### config.mk
export PLATFORM = sky130hd
export DESIGN_NAME = core_fetch
export DESIGN_NICKNAME = d
export VERILOG_FILES = /design/src/rtl/core_fetch.sv
export SDC_FILE = /design/constraint.sdc
export NUM_CORES = 1
export LEC_CHECK = 0
export CORE_AREA = 5 5 149 108
export DETAILED_ROUTE_END_ITERATION = 6
export DIE_AREA = 0 0 154 113
export PLACE_DENSITY_LB_ADDON = 0.05
export SYNTH_ARGS = -nofsm -noshare
export SYNTH_HDL_FRONTEND = slang
export SYNTH_SLANG_ARGS = --single-unit
### constraint.sdc
create_clock -name clk -period 7.8 [get_ports clk]
set_clock_uncertainty 0.05 [all_clocks]
set_input_delay 0.78 -clock clk [delete_from_list [all_inputs] [get_ports clk]]
set_output_delay 0.78 -clock clk [all_outputs]
set_load 0.02 [all_outputs]
### src/rtl/core_fetch.sv
`default_nettype none
// ============================================================================
// Module      : core_fetch
// Description : Instruction fetch unit for the 16-bit core. Issues halfword
//               fetches to the instruction memory port, buffers returned
//               halfwords in a small prefetch FIFO and presents one
//               {insn, insn_pc} pair per cycle to decode. Emits NOP (16'h0000)
//               whenever no instruction is available. Honours decode stall
//               and the pipeline flush redirect.
// Revision    : 1.0 - initial release
// ----------------------------------------------------------------------------
// Parameters
//   DEPTH      prefetch FIFO entries (power of two, >= 2)
//   PC_W       halfword pointer width
//   RESET_PC   first fetch address after reset
// Ports
//   clk        clock
//   rst_n      synchronous active-low reset
//   stall      decode stalled; insn / insn_pc held
//   flush      redirect; drop all prefetched and in-flight state
//   target     redirect PC, valid with flush
//   insn       instruction to decode
//   insn_pc    PC of insn
//   mem_req    fetch request (held until mem_ack)
//   mem_addr   halfword address of the request
//   mem_ack    request completed, mem_data valid this cycle
//   mem_data   fetched halfword
// Build option
//   CORE_FETCH_BYPASS_EN  when defined, a response arriving while the FIFO is
//                         empty and decode is not stalled is loaded straight
//                         into insn / insn_pc, saving one cycle of latency.
// ============================================================================
module core_fetch #(
    parameter int              DEPTH    = 4,
    parameter int              PC_W     = 16,
    parameter logic [PC_W-1:0] RESET_PC = '0
) (
    input  logic            clk,
    input  logic            rst_n,
    input  logic            stall,
    input  logic            flush,
    input  logic [PC_W-1:0] target,
    output logic [15:0]     insn,
    output logic [PC_W-1:0] insn_pc,
    output logic            mem_req,
    output logic [PC_W-1:0] mem_addr,
    input  logic            mem_ack,
    input  logic [15:0]     mem_data
);

    localparam int            c_AW    = $clog2(DEPTH);
    localparam logic [c_AW:0] c_DEPTH = DEPTH[c_AW:0];
    localparam logic [15:0]   c_NOP   = 16'h0000;

    // ------------------------------------------------------------------
    // State
    // ------------------------------------------------------------------
    logic [PC_W-1:0] r_fetch_pc;     // next address to request
    logic [PC_W-1:0] r_mem_addr;     // address of the current / last request
    logic            r_pending;      // a request is outstanding (drives mem_req)
    logic            r_discard;      // outstanding response belongs to a flushed stream
    logic [15:0]     r_insn;
    logic [PC_W-1:0] r_insn_pc;

    // Pointers carry one extra wrap bit so full and empty are distinguishable.
    logic [c_AW:0]   r_wptr;
    logic [c_AW:0]   r_rptr;
    logic [PC_W-1:0] r_fifo_pc   [DEPTH];
    logic [15:0]     r_fifo_insn [DEPTH];

    // ------------------------------------------------------------------
    // Combinational control
    // ------------------------------------------------------------------
    logic            w_empty;
    logic            w_full;
    logic            w_ack;          // ack for a request we actually issued
    logic            w_ack_keep;     // ack whose data belongs to the live stream
    logic            w_bypass;
    logic            w_push;
    logic            w_pop;
    logic [c_AW:0]   w_occ;
    logic [c_AW:0]   w_occ_next;
    logic [PC_W-1:0] w_fetch_pc_next;
    logic            w_issue;

    assign w_empty = (r_wptr == r_rptr);
    assign w_full  = (r_wptr[c_AW] != r_rptr[c_AW]) &&
                     (r_wptr[c_AW-1:0] == r_rptr[c_AW-1:0]);

    // An ack while no request is outstanding is illegal and ignored.
    assign w_ack      = r_pending && mem_ack;
    assign w_ack_keep = w_ack && !r_discard;

`ifdef CORE_FETCH_BYPASS_EN
    assign w_bypass = w_ack_keep && w_empty && !stall && !flush;
`else
    assign w_bypass = 1'b0;
`endif

    // Flush wins over everything, so neither push nor pop happens then.
    // The full guard never blocks in practice because each outstanding
    // request already owns a free slot.
    assign w_push = rst_n && !flush && w_ack_keep && !w_bypass && (!w_full || w_pop);
    assign w_pop  = rst_n && !flush && !stall && !w_empty;

    // Occupancy after this edge; a new request may only be issued if it
    // still leaves room for its own response.
    assign w_occ      = r_wptr - r_rptr;
    assign w_occ_next = w_occ + {{c_AW{1'b0}}, w_push} - {{c_AW{1'b0}}, w_pop};

    // The fetch PC advances only for responses that are kept (FIFO or bypass).
    assign w_fetch_pc_next = w_ack_keep ? (r_fetch_pc + PC_W'(1)) : r_fetch_pc;

    // Only one request may be outstanding: issue when idle, or when the
    // current one retires at this very edge.
    assign w_issue = (!r_pending || w_ack) && (w_occ_next < c_DEPTH);

    // ------------------------------------------------------------------
    // FIFO storage (no reset needed; validity is tracked by the pointers)
    // ------------------------------------------------------------------
    always_ff @(posedge clk) begin
        if (w_push) begin
            r_fifo_pc[r_wptr[c_AW-1:0]]   <= r_mem_addr;
            r_fifo_insn[r_wptr[c_AW-1:0]] <= mem_data;
        end
    end

    // ------------------------------------------------------------------
    // Control, memory request and decode output registers
    // ------------------------------------------------------------------
    always_ff @(posedge clk) begin
        if (!rst_n) begin
            r_fetch_pc <= RESET_PC;
            r_mem_addr <= '0;
            r_pending  <= 1'b0;
            r_discard  <= 1'b0;
            r_wptr     <= '0;
            r_rptr     <= '0;
            r_insn     <= c_NOP;
            r_insn_pc  <= '0;
        end else if (flush) begin
            r_wptr     <= '0;
            r_rptr     <= '0;
            r_fetch_pc <= target;
            r_insn     <= c_NOP;
            r_insn_pc  <= target;
            if (r_pending && !mem_ack) begin
                // The request cannot be withdrawn: keep it on the bus and
                // throw its data away when it completes.
                r_discard <= 1'b1;
            end else begin
                // Nothing in flight (or its ack is dropped now): the FIFO is
                // empty after the flush, so the redirect fetch goes out at once.
                r_pending  <= 1'b1;
                r_mem_addr <= target;
                r_discard  <= 1'b0;
            end
        end else begin
            if (w_push) begin
                r_wptr <= r_wptr + (c_AW + 1)'(1);
            end
            if (w_pop) begin
                r_rptr <= r_rptr + (c_AW + 1)'(1);
            end

            r_fetch_pc <= w_fetch_pc_next;

            if (w_ack && r_discard) begin
                r_discard <= 1'b0;
            end

            if (w_issue) begin
                r_pending  <= 1'b1;
                r_mem_addr <= w_fetch_pc_next;
            end else if (w_ack) begin
                r_pending  <= 1'b0;
            end

            // Decode output: oldest buffered entry first, then a bypassed
            // response, otherwise a bubble with the last PC held.
            if (!stall) begin
                if (!w_empty) begin
                    r_insn    <= r_fifo_insn[r_rptr[c_AW-1:0]];
                    r_insn_pc <= r_fifo_pc[r_rptr[c_AW-1:0]];
                end else if (w_bypass) begin
                    r_insn    <= mem_data;
                    r_insn_pc <= r_mem_addr;
                end else begin
                    r_insn    <= c_NOP;
                end
            end
        end
    end

    assign insn     = r_insn;
    assign insn_pc  = r_insn_pc;
    assign mem_req  = r_pending;
    assign mem_addr = r_mem_addr;

endmodule
`default_nettype wire
==> results.sh, run 1 <==
export IMPL_status="complete, no violations"
export IMPL_post_cts_buffers=0
export IMPL_power_frac_clock_pct=42.0
export IMPL_hold_viol_final=0
export IMPL_ys_types=45
export IMPL_critPathLaunchType="primary input"
export IMPL_stdcell_count=780
export IMPL_slew_headroom_pct=26.8
export IMPL_critPathSlowestCell="a311o_1"
export IMPL_r2r_end="mem_addr[4]"
export IMPL_hold_path_endpoint="insn[15]"
export IMPL_grt_overflow_total=0
export IMPL_drtPass1Iterations=5
export IMPL_setup_viol=0
export IMPL_power_switching_uw=463
export IMPL_crit_fanout=17
export IMPL_stdcell_area_mm2=0.00948
export IMPL_r2r_start="r_wptr[0]"
export IMPL_crit_required_ns=8.11
export IMPL_detail_route_antenna_nets=0
export IMPL_crit_chain="clkdlybuf4s50_1 > nor2b_1 > and2_1 > inv_1 > fa_1 > inv_1 > fa_1 > nor4b_4 > a311o_1 > mux2_2"
export IMPL_dp_cells=745
export IMPL_h_tree_depth=1
export IMPL_drive_above_1_share_pct=14.2
export IMPL_max_stage_delay_ns=0.95
export IMPL_design_die_area_mm2=0.0174
export IMPL_rows=37
export IMPL_path_clk_slew_ns=0.06
export IMPL_ctsResizeCount=0
export IMPL_rsz0062_at_grt="false"
export IMPL_fin_crit_ns=5.02
export IMPL_hold_buffers=0
export IMPL_syn2layout_area_growth_pct=21.2
export IMPL_clock_sinks=202
export IMPL_cts_tree="yes"
export IMPL_regToRegSetupSlack_ns=2.93
export IMPL_grtUsageTotal_pct=18.3
export IMPL_clock_latency_ns=0.48
export IMPL_slew_viol_final=0
export IMPL_tns_ns=0
export IMPL_power_density_mw_per_mm2=238
export IMPL_max_cap_violations=0
export IMPL_p_int_mw=1.79
export IMPL_layout_common_cells="edfxtp_1, clkdlybuf4s50_1, dfxtp_1"
export IMPL_antenna_found_initial=0
export IMPL_clock_path_buffers=3
export IMPL_synth_edf_count=128
export IMPL_gp_congestion=0.809
export IMPL_buffer_ports_inserted=85
export IMPL_worst_pin_slew_ns=1.10
export IMPL_grt_pass1_wl_um=25200
export IMPL_start_util_pct=54.1
export IMPL_async_flop_share_pct=0
export IMPL_hold_path_cell_count=1
export IMPL_leakagePower_nw=3.21
export IMPL_syn_nets=532
export IMPL_fin_util_pct=65.6
export IMPL_die_width_um=154
export IMPL_p_sw_share_pct=20.6
export IMPL_dieHeight_um=113
export IMPL_synth_top_area_share_pct=49.2
export IMPL_vias=4376
export IMPL_drt_iter0_drc=325
export IMPL_path_class="in -> reg"
export IMPL_crit_family="simple AND/OR/NAND/NOR gates"
export IMPL_period_share_pct=64.3
export IMPL_synth_warnings=0
export IMPL_final_common_cell="edfxtp_1"
export IMPL_cts_root_buffer="clkbuf_16"
export IMPL_yosysTopAreaCell="edfxtp_1"
export IMPL_synth_area_per_cell_um2=16.1
export IMPL_hold_path_startpoint="insn[15]"
export IMPL_comb_power_share_pct=5.5
export IMPL_ff2ff_path_depth=11
export IMPL_io_pins=86
export IMPL_crit_buf_inv=3
export IMPL_cts_inserted_buffers=20
export IMPL_hp_class="reg -> reg"
export IMPL_pwr_share_seq_pct=52.6
export IMPL_grt_pass1_vias=4558
export IMPL_synthCells=486
export IMPL_ys_seq_elements=202
export IMPL_yosysSeqAreaShare_pct=68.1
export IMPL_cp_arrival_ns=5.33
export IMPL_fp_coreArea_mm2=0.0144
export IMPL_placed_cell_area_mm2=0.00883
export IMPL_vdd_drop_max_mv=0.146
export IMPL_diodes=0
export IMPL_synth_area_top_cells="edfxtp_1, dfxtp_1, mux4_2"
export IMPL_ys_flop_type="edfxtp_1"
export IMPL_place_hpwl_um=9370
export IMPL_grt_max_degree=42
export IMPL_drcViolationCount=0
export IMPL_fmax_ghz=0.199
export IMPL_wl_um=15500
export IMPL_viasPerCell=5.61
export IMPL_finalNetCount=618
export IMPL_endpoint_kind="flop"
export IMPL_syn_area_mm2=0.00782
export IMPL_wl_per_cell_um=19.9
## how the worst max path moves through the flow
stage | to | from | slack (ns) | depth (start not counted)
5_1_grt | mem_addr[5] | flush | 2.47 | 10
3_3_place_gp | mem_addr[8] | stall | 2.42 | 11
2_1_floorplan | mem_addr[10] | rst_n | 3.64 | 15
4_1_cts | mem_addr[3] | flush | 2.76 | 10
3_5_place_dp | mem_addr[8] | flush | 2.27 | 10
6_report | mem_addr[4] | flush | 2.78 | 10
## area by class of cell
cell class	count	area, um^2
clock inverters	10	98.8
inverters	12	45.0
clock buffers	25	551
multi-input cells	247	2330
fillers	1071	4970
repair buffers	89	881
well taps	195	244
flip-flops and latches	202	5330
## sequential cells by signal, indices dropped and copies added (netlist names), named ones only
register	cells
r_fifo_insn	64
r_fetch_pc	16
insn_pc	16
insn	16
mem_addr	16
r_rptr	3
r_discard	1
mem_req	1
r_wptr	3
r_fifo_pc	64
## synth_stat cells (2+ instances only)
cell      count
o21bai_1      5
mux2i_1      25
and2_1       14
dfxtp_1      74
a21oi_1      23
a211oi_1      2
xnor2_1      12
mux2_4        4
clkbuf_1     16
mux4_2       32
o31a_1        2
xor2_1        8
nor2b_1       2
nor3_1        4
edfxtp_1    128
mux2_2        6
nor2_1       10
nand2b_1      2
o31ai_1       2
buf_2         6
o21ai_0      15
a31oi_1       3
inv_1        12
and4_1        2
nand2_1      19
and3_1        5
buf_6         2
nand3_1       6
nor4_1        3
fa_1          2
ha_1          7
a22o_1       16
nand4_1       5
## power by group through the flow
stage / logic [mW] / registers, mW / clock network (mW)
floorplan: 0.0487 / 1.22 / 0
global placement: 0.122 / 1.21 / 0
detailed placement: 0.123 / 1.21 / 0
CTS: 0.124 / 1.18 / 0.965
global route: 0.133 / 1.19 / 1.01
finish: 0.123 / 1.18 / 0.945
## per-layer routing
layer  part of all wire [%]  vias to the layer above  global-route usage, %  wire (um)
li1                       -                     2039                      -          -
met1                     50                     2206                   27.6       7690
met2                     44                      115                   28.4       6880
met3                    4.6                       16                   3.56        719
met4                    1.3                        0                   3.29        194
met5                      0                        -                      0          0
## per-stage QoR
step	power, mW	setup WS [ns]	hold slack [ns]
finish	2.25	2.78	0.430
floorplan	1.26	3.64	0.450
CTS	2.27	2.76	0.431
global route	2.33	2.47	0.445
global placement	1.33	2.42	0.411
detailed placement	1.33	2.27	0.418
## worst register-to-register path, delay by kind of cell (launching register included)
family,cells,cell delay [ns]
AOI/OAI and AO/OA,2,1.13
and+or+nand+nor,2,1.05
adders and majority gates,2,0.84
buffers and inverters,3,0.61
DFF,1,0.50
muxes,1,0.42
xor gates and xnor gates,1,0.15
## cells by family (layout without fill, tap and decap cells)
family / Yosys count / after routing / synth area share, %
XOR/XNOR: 20 / 20 / 2.24
flip-flops: 202 / 202 / 68.1
AO/OA/AOI/OAI: 73 / 73 / 6.15
buffers and inverters: 37 / 136 / 2.21
AND/OR/NAND/NOR: 78 / 78 / 5.59
adder cells (fa/ha/maj): 9 / 9 / 1.63
multiplexers: 67 / 67 / 14.1
Power figures use the tool's default switching activity.
==> inputs of run 2 (changes only) <==
Clock period 7.8 ns to 5.05 ns, I/O delays scaled along.
==> results.sh, run 2 (synthesis gave the netlist of run 1 again) <==
export IMPL_status="complete, no violations"
export IMPL_grt_max_degree=37
export IMPL_pwr_share_seq_pct=53.9
export IMPL_setup_viol=0
export IMPL_layout_common_cells="edfxtp_1, clkdlybuf4s50_1, dfxtp_1"
export IMPL_pre_cts_ws_ns=0.835
export IMPL_path_clk_slew_ns=0.06
export IMPL_fmax_ghz=0.259
export IMPL_grt_pass1_wl_um=24900
export IMPL_detail_route_antenna_nets=0
export IMPL_crit_required_ns=5.37
export IMPL_drtPass1Iterations=4
export IMPL_clock_sinks=202
export IMPL_power_switching_uw=709
export IMPL_vias=4382
export IMPL_endpoint_kind="flop"
export IMPL_p_int_mw=2.68
export IMPL_max_cap_violations=0
export IMPL_setup_slack_ns=1.18
export IMPL_clock_latency_ns=0.48
export IMPL_post_cts_buffers=0
export IMPL_rsz0062_at_grt="false"
export IMPL_leakagePower_nw=3.19
export IMPL_syn2layout_area_growth_pct=20.9
export IMPL_drcViolationCount=0
export IMPL_power_density_mw_per_mm2=359
export IMPL_fp_coreArea_mm2=0.0144
export IMPL_max_stage_delay_ns=0.95
export IMPL_dieHeight_um=113
export IMPL_h_tree_depth=1
export IMPL_cts_inserted_buffers=20
export IMPL_p_sw_share_pct=20.9
export IMPL_wl_um=15500
export IMPL_path_class="reg -> reg"
export IMPL_wl_per_cell_um=19.8
export IMPL_tns_ns=0
export IMPL_rows=37
export IMPL_critPathLaunchType="flop"
export IMPL_diodes=0
export IMPL_cp_arrival_ns=4.19
export IMPL_io_pins=86
export IMPL_grt_pass1_vias=4502
export IMPL_antenna_found_initial=0
export IMPL_cts_root_buffer="clkbuf_16"
export IMPL_grt_overflow_total=0
export IMPL_fin_crit_ns=3.87
export IMPL_final_common_cell="edfxtp_1"
export IMPL_place_hpwl_um=9480
export IMPL_crit_chain="xnor2_1 > a31oi_2 > and2_1 > inv_1 > fa_1 > inv_1 > fa_1 > nor4b_4 > a311o_1 > mux2_2"
export IMPL_slew_headroom_pct=27.2
export IMPL_design_die_area_mm2=0.0174
export IMPL_hold_viol_final=0
export IMPL_critPathSlowestCell="a311o_1"
export IMPL_worst_pin_slew_ns=1.09
export IMPL_grtUsageTotal_pct=18.2
export IMPL_finalNetCount=620
export IMPL_ctsResizeCount=0
export IMPL_start_util_pct=54.1
export IMPL_hold_buffers=0
export IMPL_totalPowerFinal_mw=3.39
export IMPL_comb_power_share_pct=5.7
export IMPL_vdd_drop_max_mv=0.210
export IMPL_crit_fanout=16
export IMPL_clock_path_buffers=3
export IMPL_buffer_ports_inserted=85
export IMPL_power_frac_clock_pct=40.4
export IMPL_gp_congestion=0.833
export IMPL_hp_class="reg -> reg"
export IMPL_drt_iter0_drc=158
export IMPL_die_width_um=154
export IMPL_viasPerCell=5.60
export IMPL_slew_viol_final=0
export IMPL_period_share_pct=76.6
export IMPL_cts_tree="yes"
export IMPL_drive_above_1_share_pct=14.1
## run 2: cell count changes in the layout (fill, tap and decap cells not counted)
cell,previous run,this run
clkbuf_1,3,6
inv_6,1,0
buf_4,4,6
clkbuf_8,1,2
clkinvlp_4,0,1
clkinv_2,3,2
bufinv_16,2,0
## run 2: per-stage QoR
stage | hold WS, ns | instance area, um^2 | cells | util [%]
final | 0.426 | 9450 | 783 | 65.4
after global routing | 0.450 | 9450 | 783 | 65.4
after CTS | 0.431 | 9450 | 783 | 65.4
after detailed placement | 0.415 | 8840 | 747 | 61.2
after global placement | 0.407 | 8840 | 747 | 61.2
after floorplan | 0.450 | 7820 | 486 | -
## run 2: power groups by stage
stage	clock network [mW]	logic, mW	registers [mW]
6_report	1.37	0.192	1.83
5_1_grt	1.48	0.208	1.83
4_1_cts	1.41	0.195	1.83
3_5_place_dp	0	0.194	1.86
3_3_place_gp	0	0.191	1.86
2_1_floorplan	0	0.0751	1.88
## run 2: worst max-delay path, delay by kind of cell (launching register included)
| family | cells | cell delay (ns) |
|---|---|---|
| AOI/OAI and AO/OA | 2 | 1.15 |
| and+or+nand+nor | 2 | 0.51 |
| adders and majority gates | 2 | 0.79 |
| xor gates and xnor gates | 1 | 0.16 |
| buffers and inverters | 2 | 0.14 |
| DFF | 1 | 0.51 |
| muxes | 1 | 0.43 |
## run 2: worst paths after layout
path / start / endpoint / slack [ns] / depth (start not counted)
setup / recovery: r_wptr[0] / mem_addr[5] / 1.18 / 10
hold / removal: insn[1] / insn[1] / 0.43 / 1
setup reg to reg: r_wptr[0] / mem_addr[5] / 1.18 / 10
hold reg to reg: insn[1] / insn[1] / 0.43 / 1
## run 2: final cells by class
class                   instances  area [um^2]
clock inverters                 7         32.5
repair buffers                 91          896
clock buffers                  29          576
inverters                      12         45.0
flip-flops and latches        202         5330
fillers                      1082         4990
well taps                     195          244
multi-input cells             247         2330
## run 2: routing by layer
metal	GRT usage [%]	part of all wire [%]
met5	0	0
met4	4.59	1.8
met3	3.71	5.9
met2	27.6	45
met1	27.3	47
==> variant 1 (config.mk and constraints of run 2) <==
Change the parameter `DEPTH` from 4 to 2.
--- a/src/rtl/core_fetch.sv
+++ b/src/rtl/core_fetch.sv
@@ -31,7 +31,7 @@
 //                         into insn / insn_pc, saving one cycle of latency.
 // ============================================================================
 module core_fetch #(
-    parameter int              DEPTH    = 4,
+    parameter int              DEPTH    = 2,
     parameter int              PC_W     = 16,
     parameter logic [PC_W-1:0] RESET_PC = '0
 ) (
Function: changed (a bounded check fails within 4 cycles, from zero or initial values and one cycle with rst_n low).
==> variant 1 against run 2 <==
- routed wire length down 22%
- fmax up 10%
- sequential power down 34%
- power down 22%
- sequential cell count down 67
- utilization down 17 points
- area after synthesis down 31%
- worst hold slack worse by 0.022 ns
- setup slack better by 0.35 ns
- cell area down 26%
- largest power group is now the clock network
- highest routed layer unchanged
==> variant 1: results (changes against run 2) <==
* Post-synth top cells: dfxtp_1, edfxtp_1, nand2_1, mux2i_1, o21ai_0
* CTS Buffer Depth at 2 (-1)
* Vias/cell at 4.76 (-15%)
* Leak pwr at 2.35 nW (-26%)
* Multi-input logic area at 1930 sq um (-17%)
* Pin count of the biggest net entering global routing at 52 (+41%)
* Warning count from the yosys run at 0 (unchanged)
* Final hold slack at 0.404 ns (-0.0222 ns)
* Count of unique library cells instantiated by Yosys at 41 (-8.9%)
* Max_slew headroom at 0.297 (+0.0253)
* Hold depth at 2 (+1)
* Final HPWL DP at 7690 microns (-19%)
* Layout Nets at 565 (-8.9%)
* Wire length per cell at 16.5 microns (-17%)
* Post-synth EDFFs at 64 (-50%)
* Area post-placement at 6430 sq um (-27%)
* ANT cells at 0 (unchanged)
* Root buffer cell: clkbuf_16
* Clock-pin slew on the worst setup and hold paths at 0.06 ns (about the same)
* Synthesized Nets at 478 (-10%)
* VDD IR-drop max at 0.000241 V (+15%)
* Async SR Flop Fraction at 0 (unchanged)
* Worst reg2reg path startpoint: r_wptr[0]
* Share of cells above drive strength 1 at 0.110 (-0.0315)
* 1st-iter DRT viols at 146 (-7.6%)
* Initial DRT Pass Iterations at 4 (unchanged)
* Postcts setup bufs at 0 (unchanged)
* Pre-CTS WS at 1.06 ns (+0.222 ns)
* Total CTS buffers at 17 (-15%)
* CTS resizes at 0 (unchanged)
* FILL cells at 1326 (+23%)
* IO buf count at 85 (unchanged)
* Worst Hold Path EP: insn[7]
* Vias in the first global route at 3655 (-19%)
* First-pass GRT wire length at 19700 microns (-21%)
* H-tree depth at 4 (+3)
* Worst min-delay path startpoint: insn[7]
* Register area share after synthesis at 0.621 (-0.0599)
* R2R Path End: mem_addr[8]
* Run status: completed
* Crit-path max FO at 18 (+2)
* Initial antenna violation count at 0 (unchanged)
* Max-cap violations at 0 (unchanged)
* Ys flop type: dfxtp_1
* Gr usage total at 0.144 (-0.0386)
* Top post-synthesis cells by area: edfxtp_1, dfxtp_1, mux2i_1
* Clock Latency Late Sink at 0.41 ns (-0.07 ns)
* GP Congestion at 0.764 (-8.3%)
* Worst R2R Path Depth at 9 (-1)
* R2r setup slk at 1.74 ns (+0.56 ns)
* Hold crit path type: register to register
* Crit path DAT at 3.76 ns (-0.43 ns)
==> variant 1: cell count changes in the layout (fill, tap and decap cells not counted), moves of 8 or more <==
| cell | delta |
|---|---|
| a21oi_1 | -13 |
| edfxtp_1 | -64 |
| o211ai_1 | +14 |
| nand2_1 | +33 |
| mux2i_1 | +8 |
| a21boi_0 | +15 |
| mux4_2 | -32 |
| a22o_1 | -16 |
| and2_1 | +8 |
| o21ai_0 | +11 |
==> variant 1: cell families (layout without fill, tap and decap cells) <==
| family | Yosys count | count (layout) | share of synthesized area |
|---|---|---|---|
| flops | 135 | 135 | 0.621 |
| xor+xnor | 18 | 18 | 0.0293 |
| buf+inv | 28 | 128 | 0.0226 |
| compound gates | 87 | 87 | 0.110 |
| fa+ha+maj | 3 | 3 | 0.00837 |
| simple gates | 118 | 118 | 0.107 |
| mux | 49 | 49 | 0.102 |
==> variant 1: area by class of cell <==
class | count | share of cell area
Sequential cell | 135 | 0.475
Tap cell | 195 | 0.0347
Timing Repair Buffer | 91 | 0.127
Multi-Input combinational cell | 275 | 0.274
Clock buffer | 18 | 0.0610
Inverter | 5 | 0.00267
Clock inverter | 14 | 0.0251
==> variant 1: stage by stage <==
step	total power, mW	std cells
after floorplan	1.32	438
after global placement	1.42	701
after detailed placement	1.42	701
after CTS	2.69	733
after global routing	2.75	733
final	2.66	733
==> variant 1: worst max-delay path: stages <==
cell,delay [ns]
clkdlybuf4s50_1,0.47
nor2b_1,0.37
nand2_1,0.53
fa_1,0.57
xnor2_1,0.17
a211oi_1,0.30
a311o_1,0.17
buf_4,0.29
mux2_2,0.37
==> variant 1: layer usage <==
metal  track usage  vias up  part of all wire
met2         0.210       67              0.42
met3        0.0390       16             0.042
met5             0        -                 0
met4        0.0488        0             0.017
met1         0.206     1643              0.52
li1              -     1764                 -
==> variant 1: power breakdown <==
group / total, mW / internal [mW] / switching (mW)
combinational: 0.187 / 0.0974 / 0.0894
clock: 1.26 / 0.780 / 0.479
sequential: 1.21 / 1.18 / 0.0280
total: 2.66 / 2.06 / 0.597
==> variant 1: worst max path at each step <==
| stage | startpoint | end | slack [ns] | depth (start not counted) |
|---|---|---|---|---|
| CTS | rst_n | mem_addr[8] | 1.49 | 9 |
| global route | rst_n | mem_addr[6] | 1.26 | 9 |
| floorplan | mem_req | r_fifo_insn[0][0] | 1.92 | 3 |
| detailed placement | rst_n | mem_addr[8] | 1.06 | 9 |
| finish | rst_n | mem_addr[8] | 1.53 | 9 |
| global placement | rst_n | mem_addr[5] | 1.16 | 9 |
==> variant 2 (settings of run 2) <==
Without the edit above. Add an input register stage for `target`; this delays it by one clock. The other inputs are not delayed to match.
--- a/src/rtl/core_fetch.sv
+++ b/src/rtl/core_fetch.sv
@@ -52,6 +52,12 @@
     localparam logic [c_AW:0] c_DEPTH = DEPTH[c_AW:0];
     localparam logic [15:0]   c_NOP   = 16'h0000;
 
+    logic [PC_W-1:0] target_q;
+
+    always_ff @(posedge clk) begin
+        target_q <= target;
+    end
+
     // ------------------------------------------------------------------
     // State
     // ------------------------------------------------------------------
@@ -141,9 +147,9 @@
         end else if (flush) begin
             r_wptr     <= '0;
             r_rptr     <= '0;
-            r_fetch_pc <= target;
+            r_fetch_pc <= target_q;
             r_insn     <= c_NOP;
-            r_insn_pc  <= target;
+            r_insn_pc  <= target_q;
             if (r_pending && !mem_ack) begin
                 // The request cannot be withdrawn: keep it on the bus and
                 // throw its data away when it completes.
@@ -152,7 +158,7 @@
                 // Nothing in flight (or its ack is dropped now): the FIFO is
                 // empty after the flush, so the redirect fetch goes out at once.
                 r_pending  <= 1'b1;
-                r_mem_addr <= target;
+                r_mem_addr <= target_q;
                 r_discard  <= 1'b0;
             end
         end else begin
Check against the original RTL: not equivalent (Yosys sat finds a counterexample within 4 cycles, from zero or initial values and one cycle with rst_n low).
==> variant 2 against run 2 <==
- routed wire length rose by 6.6%
- highest routed layer unchanged
- critical path depth is 1 higher
- die area stayed put
- cell area is 5.4% higher
- setup slack improved by 0.45 ns
- area after synthesis is 5.2% higher
- sequential cell count rose by 16
- power increased by 12%
- fmax is 13% higher
- largest power group unchanged
- worst hold slack worse by 0.026 ns
==> variant 2: results (changes against run 2) <==
* Run status: completed
* Synthesized Nets at 560 (+5.3%)
* Crit path DAT at 3.74 ns (-0.45 ns)
* Clock Latency Late Sink at between 0.4 and 0.5 ns
* VDD IR-drop max at 0.000284 V (+35%)
* Layout Nets at 649 (+4.7%)
* CTS resizes at 0 (unchanged)
* Wire length per cell at 20.3 microns (+2.7%)
* GP Congestion at 0.818 (-1.8%)
* Worst-margin pin slew at 0.995 ns (-0.0970 ns)
* Synth Area in XOR/XNOR at 0.0224 (-0.0000499)
* Max Used Layer: met4
* Gr usage total at 0.196 (+0.0140)
* Top post-synthesis cells by area: edfxtp_1, dfxtp_1, mux4_2
* Post-synth top cells: edfxtp_1, dfxtp_1, mux4_2, a21oi_1, mux2i_1
* Multiplexer share of the synthesized area at 0.132 (-0.00897)
* Final HPWL DP at 10200 microns (+7.2%)
* Initial antenna violation count at 0 (unchanged)
* Met1 WL at 7990 microns (+9.5%)
* WL met2 at 7540 microns (+7.4%)
* Register area share after synthesis at 0.686 (+0.00505)
* Leak pwr at 3.36 nW (+5.2%)
* Count of unique library cells instantiated by Yosys at 48 (+6.7%)
* Post-Synth Adder-Cell Area at 0.0155 (-0.000812)
* Crit-path max FO at 15 (-1)
* Wire length on met3 at 774 microns (-16%)
* Ys flop type: edfxtp_1
* Postcts setup bufs at 0 (unchanged)
* CTS Buffer Depth at 3 (unchanged)
* Warning count from the yosys run at 0 (unchanged)
* Share of cells above drive strength 1 at 0.152 (+0.0109)
* Initial DRT Pass Iterations at 4 (unchanged)
* ANT cells at 0 (unchanged)
* Vias at 4530 (+3.4%)
* Clock-pin slew on the worst setup and hold paths at ~0.070 ns
* Pin count of the biggest net entering global routing at 37 (unchanged)
* Sum Neg Setup Slack at 0 ns (unchanged)
* Async SR Flop Fraction at 0 (unchanged)
* Compound-cell area share of the yosys netlist at 0.0543 (-0.00716)
* Root buffer cell: clkbuf_16
* H-tree depth at 1 (unchanged)
* Hold crit path type: input pin to register
* Vias in the first global route at 4787 (+6.3%)
* Total CTS buffers at 21 (+5.0%)
* Post-synth EDFFs at 128 (unchanged)
* IO buf count at 85 (unchanged)
* First-pass GRT wire length at 26900 microns (+7.7%)
* 1st-iter DRT viols at 262 (+66%)
==> variant 2: through the flow <==
step                instance area, sq um  total power, mW  utilization  setup slack (ns)  cells
floorplan                           8230             2.10            -              1.34    514
global placement                    9250             2.20        0.640              1.29    775
detailed placement                  9250             2.21        0.640              1.15    775
CTS                                 9960             3.83        0.690              1.64    813
global route                        9960             3.93        0.690              1.38    813
finish                              9960             3.79        0.690              1.63    813
==> variant 2: per-layer routing <==
layer	vias up	GRT usage
met4	0	0.0376
met2	103	0.301
met5	-	0
li1	2135	-
met3	19	0.0371
met1	2273	0.298
==> variant 2: report_power, final <==
group / total [mW] / internal, mW / switching, mW
registers: 1.97 / 1.93 / 0.0389
clock network: 1.62 / 0.987 / 0.635
logic: 0.203 / 0.101 / 0.102
total: 3.79 / 3.02 / 0.776
==> variant 2: worst paths after layout <==
kind | from | end | slack, ns | cells after the start
worst max-delay path | r_wptr[0] | mem_addr[14] | 1.63 | 11
worst min-delay path | target[5] | target_q[5] | 0.40 | 1
worst max register to register | r_wptr[0] | mem_addr[14] | 1.63 | 11
worst min register to register | insn[8] | insn[8] | 0.43 | 1
==> variant 2: worst max-delay path, cell delays in order (launching register included) <==
cell,delay (ns)
dfxtp_1,0.50
xnor2_1,0.16
a31oi_2,0.21
and2_1,0.17
inv_1,0.07
fa_1,0.36
inv_1,0.07
fa_1,0.45
nor4b_4,0.36
a211o_2,0.22
nand3_4,0.28
a221oi_1,0.39
==> variant 2: final cells by class <==
type                       instances  area [sq um]
clock buffer                      26           554
clock inverter                    12           165
fill                            1008          4480
inverter                          10          37.5
multi-input combinational        260          2410
sequential                       218          5650
tap                              195           244
timing repair buffer              92           903
